$ cat src/rtl/ballot_pkg.sv
// Shared types and constants for the ballot input block: FSM states,
// candidate indices and counter widths.
package ballot_pkg;

   typedef enum logic [2:0] {
      ST_IDLE    = 3'd0,
      ST_ARMED   = 3'd1,
      ST_STROBE  = 3'd2,
      ST_RELEASE = 3'd3,
      ST_CLOSED  = 3'd4
   } state_t;

   localparam logic [1:0] CAND_A = 2'd0;
   localparam logic [1:0] CAND_B = 2'd1;
   localparam logic [1:0] CAND_C = 2'd2;

   localparam int                     VOTER_CNT_W   = 7;
   localparam logic [VOTER_CNT_W-1:0] VOTER_CNT_MAX = '1;

   // Only meaningful for a one-hot press vector; callers check that first.
   function automatic logic [1:0] press_to_cand(input logic [2:0] press);
      logic [1:0] cand;
      cand = CAND_A;
      if (press[CAND_B]) cand = CAND_B;
      if (press[CAND_C]) cand = CAND_C;
      return cand;
   endfunction

endpackage

$ cat src/rtl/ballot_input_btn_debounce.sv
// Two-flop synchronizer plus debouncer for one active-low button; emits the
// debounced level and a one-cycle press event on each debounced 1->0 edge.
module btn_debounce #(
   parameter int DEB_CYCLES = 16
) (
   input  logic clk,
   input  logic rst,
   input  logic btn_n,
   output logic level,
   output logic press
);

   localparam int             CNT_W    = (DEB_CYCLES > 1) ? $clog2(DEB_CYCLES) : 1;
   localparam logic [CNT_W-1:0] DEB_LAST = CNT_W'(DEB_CYCLES - 1);

   logic [1:0]       sync_q;
   logic [CNT_W-1:0] cnt_q;

   // NOTE: non-blocking assignments let the synchronizer stages shift in one
   // edge; blocking ones would collapse the chain into a single flop.
   always_ff @(posedge clk or posedge rst) begin
      if (rst) begin
         sync_q <= 2'b11;
         level  <= 1'b1;
         cnt_q  <= '0;
         press  <= 1'b0;
      end else begin
         sync_q <= {sync_q[0], btn_n};
         press  <= 1'b0;
         if (sync_q[1] != level) begin
            if (cnt_q == DEB_LAST) begin
               level <= sync_q[1];
               cnt_q <= '0;
               press <= ~sync_q[1];
            end else begin
               cnt_q <= cnt_q + 1'b1;
            end
         end else begin
            cnt_q <= '0;
         end
      end
   end

endmodule

$ cat src/rtl/ballot_input.sv
// Voting-booth front end: debounced candidate buttons, voter admission FSM and
// registered vote strobes. Define BALLOT_TIMEOUT_EN to enable the ARMED timeout.
module ballot_input
   import ballot_pkg::*;
#(
   parameter int DEB_CYCLES     = 16,
   parameter int TIMEOUT_CYCLES = 1024
) (
   input  logic                   clk,
   input  logic                   rst,
   input  logic                   btn_a_n,
   input  logic                   btn_b_n,
   input  logic                   btn_c_n,
   input  logic                   arm,
   input  logic                   close_poll,
   output logic                   a_n,
   output logic                   b_n,
   output logic                   c_n,
   output logic                   vote_done,
   output logic                   ready,
   output logic [VOTER_CNT_W-1:0] voter_cnt,
   output logic                   timeout
);

   logic [2:0] deb_level;
   logic [2:0] press;

   btn_debounce #(.DEB_CYCLES(DEB_CYCLES)) u_deb_a (
      .clk(clk), .rst(rst), .btn_n(btn_a_n),
      .level(deb_level[CAND_A]), .press(press[CAND_A])
   );
   btn_debounce #(.DEB_CYCLES(DEB_CYCLES)) u_deb_b (
      .clk(clk), .rst(rst), .btn_n(btn_b_n),
      .level(deb_level[CAND_B]), .press(press[CAND_B])
   );
   btn_debounce #(.DEB_CYCLES(DEB_CYCLES)) u_deb_c (
      .clk(clk), .rst(rst), .btn_n(btn_c_n),
      .level(deb_level[CAND_C]), .press(press[CAND_C])
   );

   state_t                   state_q, state_d;
   logic [1:0]               cand_q, cand_d;
   logic [VOTER_CNT_W-1:0]   cnt_q, cnt_d;
   logic [2:0]               strobe_n_q, strobe_n_d;
   logic                     ready_q, ready_d;
   logic                     vote_done_q, vote_done_d;
   logic                     timeout_q, timeout_d;

`ifdef BALLOT_TIMEOUT_EN
   localparam int             TMO_W    = (TIMEOUT_CYCLES > 1) ? $clog2(TIMEOUT_CYCLES) : 1;
   localparam logic [TMO_W-1:0] TMO_LAST = TMO_W'(TIMEOUT_CYCLES - 1);
   logic [TMO_W-1:0] tmo_q, tmo_d;
`endif

   // NOTE: every variable gets a default before the case so no path leaves it
   // unassigned; a missing default here would infer a latch.
   always_comb begin
      state_d     = state_q;
      cand_d      = cand_q;
      cnt_d       = cnt_q;
      vote_done_d = 1'b0;
      timeout_d   = 1'b0;
`ifdef BALLOT_TIMEOUT_EN
      tmo_d       = tmo_q;
`endif
      unique case (state_q)
         ST_IDLE: begin
            if (close_poll) begin
               state_d     = ST_CLOSED;
               vote_done_d = 1'b1;
            end else if (arm) begin
               state_d = ST_ARMED;
`ifdef BALLOT_TIMEOUT_EN
               tmo_d   = '0;
`endif
            end
         end
         ST_ARMED: begin
            // Simultaneous presses are ambiguous and are dropped.
            if ($onehot(press)) begin
               state_d = ST_STROBE;
               cand_d  = press_to_cand(press);
               cnt_d   = (cnt_q == VOTER_CNT_MAX) ? cnt_q : cnt_q + 1'b1;
            end
`ifdef BALLOT_TIMEOUT_EN
            else if (tmo_q == TMO_LAST) begin
               state_d   = ST_IDLE;
               timeout_d = 1'b1;
            end else begin
               tmo_d = tmo_q + 1'b1;
            end
`endif
         end
         ST_STROBE:  state_d = ST_RELEASE;
         ST_RELEASE: if (&deb_level) state_d = ST_IDLE;
         ST_CLOSED:  if (!close_poll) state_d = ST_IDLE;
         default:    state_d = ST_IDLE;
      endcase

      // Outputs are computed from the next state so they register alongside it.
      strobe_n_d = 3'b111;
      if (state_d == ST_STROBE) strobe_n_d[cand_d] = 1'b0;
      ready_d = (state_d == ST_ARMED);
   end

   always_ff @(posedge clk or posedge rst) begin
      if (rst) begin
         state_q     <= ST_IDLE;
         cand_q      <= CAND_A;
         cnt_q       <= '0;
         strobe_n_q  <= 3'b111;
         ready_q     <= 1'b0;
         vote_done_q <= 1'b0;
         timeout_q   <= 1'b0;
      end else begin
         state_q     <= state_d;
         cand_q      <= cand_d;
         cnt_q       <= cnt_d;
         strobe_n_q  <= strobe_n_d;
         ready_q     <= ready_d;
         vote_done_q <= vote_done_d;
         timeout_q   <= timeout_d;
      end
   end

`ifdef BALLOT_TIMEOUT_EN
   always_ff @(posedge clk or posedge rst) begin
      if (rst) tmo_q <= '0;
      else     tmo_q <= tmo_d;
   end
`endif

   assign a_n       = strobe_n_q[CAND_A];
   assign b_n       = strobe_n_q[CAND_B];
   assign c_n       = strobe_n_q[CAND_C];
   assign ready     = ready_q;
   assign vote_done = vote_done_q;
   assign voter_cnt = cnt_q;
`ifdef BALLOT_TIMEOUT_EN
   assign timeout   = timeout_q;
`else
   assign timeout   = 1'b0;
`endif

endmodule

$ cat config.mk
export PLATFORM = sky130hd
export DESIGN_NAME = ballot_input
export DESIGN_NICKNAME = d
export VERILOG_FILES = /design/src/rtl/ballot_pkg.sv /design/src/rtl/ballot_input_btn_debounce.sv /design/src/rtl/ballot_input.sv
export SDC_FILE = /design/constraint.sdc
export NUM_CORES = 1
export LEC_CHECK = 0
export BUFFER_PORTS_ARGS = -buffer_cell sky130_fd_sc_hd__buf_2
export CAP_MARGIN = 40
export CORE_MARGIN = 1.5
export CORE_UTILIZATION = 58
export CTS_CLUSTER_SIZE = 14
export DETAILED_ROUTE_END_ITERATION = 6
export HOLD_SLACK_MARGIN = 0.12
export MAX_ROUTING_LAYER = met4
export PLACE_DENSITY = 0.83
export SLEW_MARGIN = 20
export SYNTH_ARGS = -nofsm -noshare
export SYNTH_HDL_FRONTEND = slang
export SYNTH_SLANG_ARGS = --single-unit
$ cat constraint.sdc
create_clock -name clk -period 4.45 [get_ports clk]
set_input_delay 0.2225 -clock clk [delete_from_list [all_inputs] [get_ports clk]]
set_output_delay 0.2225 -clock clk [all_outputs]
set_load 0.05 [all_outputs]
==> qor.csv <==
metric,value,unit
status,"finished, final reports clean",
RSZ-0062 raised after global routing,false,
register area share after synthesis,62.17,%
Clk pwr share,29.6,%
clock root cell,clkbuf_4,
Placed Cells,170,
detailed-route vias per instance,5.401,
"EDFF count, synth",0,
fraction of registers with async set/reset,100.0,%
Layout Utilization,71.14,%
worst-skew pair later-pin latency,0.35,ns
starting DRC count in detailed routing,28,
Max Root-Sink Buffers,2,
cell count after synthesis,123,
Final Cycle Share,45.03,%
Setup-failing EPs final,0,
leading area contributor after synthesis,dfrtp_1,
Hold Crit Class,in2reg,
register area,991.0,um2
Avg Inst Size Synth,12.96,um2
die area,3072,um2
Synth top area share,42.39,%
internal power,0.4683,mW
critical path type,reg2reg,
DP HPWL,1.773,mm
skew final,0.02122,ns
CTS tree,yes,
# H-tree levels,2,
Final Hold Viols,0,
port bufs,18,
Post-CTS Setup Repair Bufs,0,
GRT Residual Overflow,0,
ranking of synthesized cells by area,"dfrtp_1 (42%), dfstp_2 (20%), nor3b_1 (3.3%), xnor2_1 (3.3%), ha_1 (3.1%)",
DR pass1 iterations,3,
R2R Path Start,u_deb_a.press$_DFF_PP0_,
CTS-repair resized insts,0,
Antenna Cells,0,
initial antenna violation count,0,
proportion of layout cells with a drive suffix above 1,31.58,%
Clock Sinks,39,
static leakage,0.8590,nW
hold_sp,close_poll,
VDD IR max,0.3193,mV
Max Cap Viol,0,
TritonCTS Buffers,5,
GR peak layer,met2,
number of synthesized register bits,39,
Die Wd,55.43,um
Netlist cell types,31,
largest net degree at the start of global routing,40,
CTS clock-pin slew for the worst setup and hold paths,0.12,ns
Reg power frac,62.0,%
setup_tns,0,ns
synth warn,0,
core footprint,2545,um2
NetSw,0.1529,mW
critical path arrival,2.25,ns
post-synth net total,135,
synthesized cell area,1594,um2
Initial Utilization,62.64,%
Cell Pwr Density,343.1,nW/um2
met1 Use GR,19.52,%
Std-Cell Rows,18,
antenna-violating nets left,0,
Final Critical Period,2.004,ns
# fillers,186,
area of the multi-input gates,565.5,um2
Die H,55.43,um
"Hold-fix buffers, CTS",4,
Most used DFF post-synth,dfrtp_1,
Comb pwr share,8.4,%
Overall Global Routing Usage,18.63,%
CP Launch Point,u_deb_a.press$_DFF_PP0_,
Worst Path Required,4.70,ns
max-slew violations,0,
Power Total,0.6212,mW
first-pass GRT wire length,4.209,mm
Startpoint Class,flop,
Worst Setup End Kind,flop,
GPL Wtd Cong,0.7036,
fmax,499.0,MHz
via count,983,
largest driver fanout on the critical path,9,
drt total wl,2.405,mm
final std cells w/o fill,182,
vias in the first global route,1018,
number of nets in the layout,163,
routing usage on met3,5.386,%
area grow syn2layout,13.58,%
wire per inst,13.21,um
Net Sw Frac,24.62,%
M2 GR Usage,30.44,%
Ports,20,
# DRC,0,
==> state kept, by name, indices dropped and copies added (netlist names) <==
register	count
u_deb_a.cnt_q	4
state_q	3
ready	1
voter_cnt	7
u_deb_b.press	1
u_deb_b.cnt_q	4
u_deb_a.level	1
vote_done	1
u_deb_b.level	1
u_deb_c.press	1
u_deb_b.sync_q	2
u_deb_c.level	1
u_deb_a.sync_q	2
u_deb_c.cnt_q	4
u_deb_a.press	1
u_deb_c.sync_q	2
strobe_n_q	3
==> layer usage <==
metal / share of wire, % / vias up / wire length (um)
met5: 0 / - / 0
met1: 42 / 471 / 1015
met4: 3.5 / 0 / 84
li1: - / 478 / -
met3: 3.5 / 10 / 84
met2: 51 / 24 / 1221
==> cell families after synthesis <==
| logic type | Yosys count | share of synthesized area (%) |
|---|---|---|
| AOI/OAI and AO/OA | 12 | 4.081 |
| xor gates and xnor gates | 11 | 6.044 |
| adders and majority gates | 5 | 4.396 |
| buffers and inverters | 7 | 2.355 |
| DFF | 39 | 62.17 |
| muxes | 4 | 3.061 |
| other | 1 | 0.2353 |
| and+or+nand+nor | 44 | 17.66 |
==> layout make-up <==
class,instances,area share (%)
clock buffers,7,3.041
clock inverters,1,0.2764
repair buffers,23,7.602
multi-input cells,77,31.24
well taps,30,2.073
inverters,5,1.037
flip-flops and latches,39,54.73
==> path summary, 6_finish.rpt <==
kind / slack [ns] / to / cells after the start
hold / removal: 0.15 / state_q[2]$_DFF_PP0_ / 3
setup reg to reg: 2.45 / voter_cnt[1]$_DFFE_PP0P_ / 5
hold reg to reg: 0.36 / u_deb_a.sync_q[1]$_DFF_PP1_ / 0
min in group asynchronous: 0.51 / u_deb_a.press$_DFF_PP0_ / 4
setup / recovery: 2.45 / voter_cnt[1]$_DFFE_PP0P_ / 5
max in group asynchronous: 3.57 / strobe_n_q[1]$_DFF_PP1_ / 4
==> worst max-delay path: stages, from the launching register on <==
cell and delay (ns):
dfrtp_1 0.40, fa_1 0.53, nor2b_2 0.20, nand3_2 0.20
nor2_1 0.25, mux2_4 0.32
==> cells in the mapped netlist (2+ instances only) <==
cell type   n
nand4b_1    3
ha_1        4
nor2_1      7
nand3_2     2
xor2_1      5
nor2b_1     4
dfrtp_1    27
o21ai_0     3
nor3b_1     7
mux2_2      3
nand4_1     2
nand3_1     4
a21oi_1     7
xnor2_1     6
dfstp_2    12
nor3_1      4
nand2_1     4
o31ai_1     2
inv_1       5
==> layout by cell type, fill, tap and decap left out, drive strengths merged, types with 4 or more instances in the layout <==
master,count
dfstp,12
xor2,5
buf,19
a21oi,7
dlygate4sd3,4
inv,5
ha,4
mux2,4
nor3,5
nor3b,7
xnor2,6
nand2,4
dfrtp,27
nor2b,5
clkbuf,7
nor2,8
nand3,6
==> through the flow <==
step | setup WS (ns) | cell area [um2] | hold slack (ns)
finish | 2.446 | 1810 | 0.1505
global route | 2.335 | 1810 | 0.1548
CTS | 2.429 | 1810 | 0.1426
detailed placement | 2.446 | 1710 | 0.3287
global placement | 2.552 | 1710 | 0.3281
floorplan | 2.629 | 1594 | 0.2270
==> power groups by stage <==
stage / Sequential (mW) / Clock (mW) / Combinational, mW
final: 0.385 / 0.184 / 0.0522
after global placement: 0.390 / 0 / 0.0483
after detailed placement: 0.392 / 0 / 0.0510
after CTS: 0.385 / 0.191 / 0.0538
after floorplan: 0.398 / 0 / 0.0289
after global routing: 0.387 / 0.203 / 0.0583
Note: power is estimated with default switching activity, not from simulation.
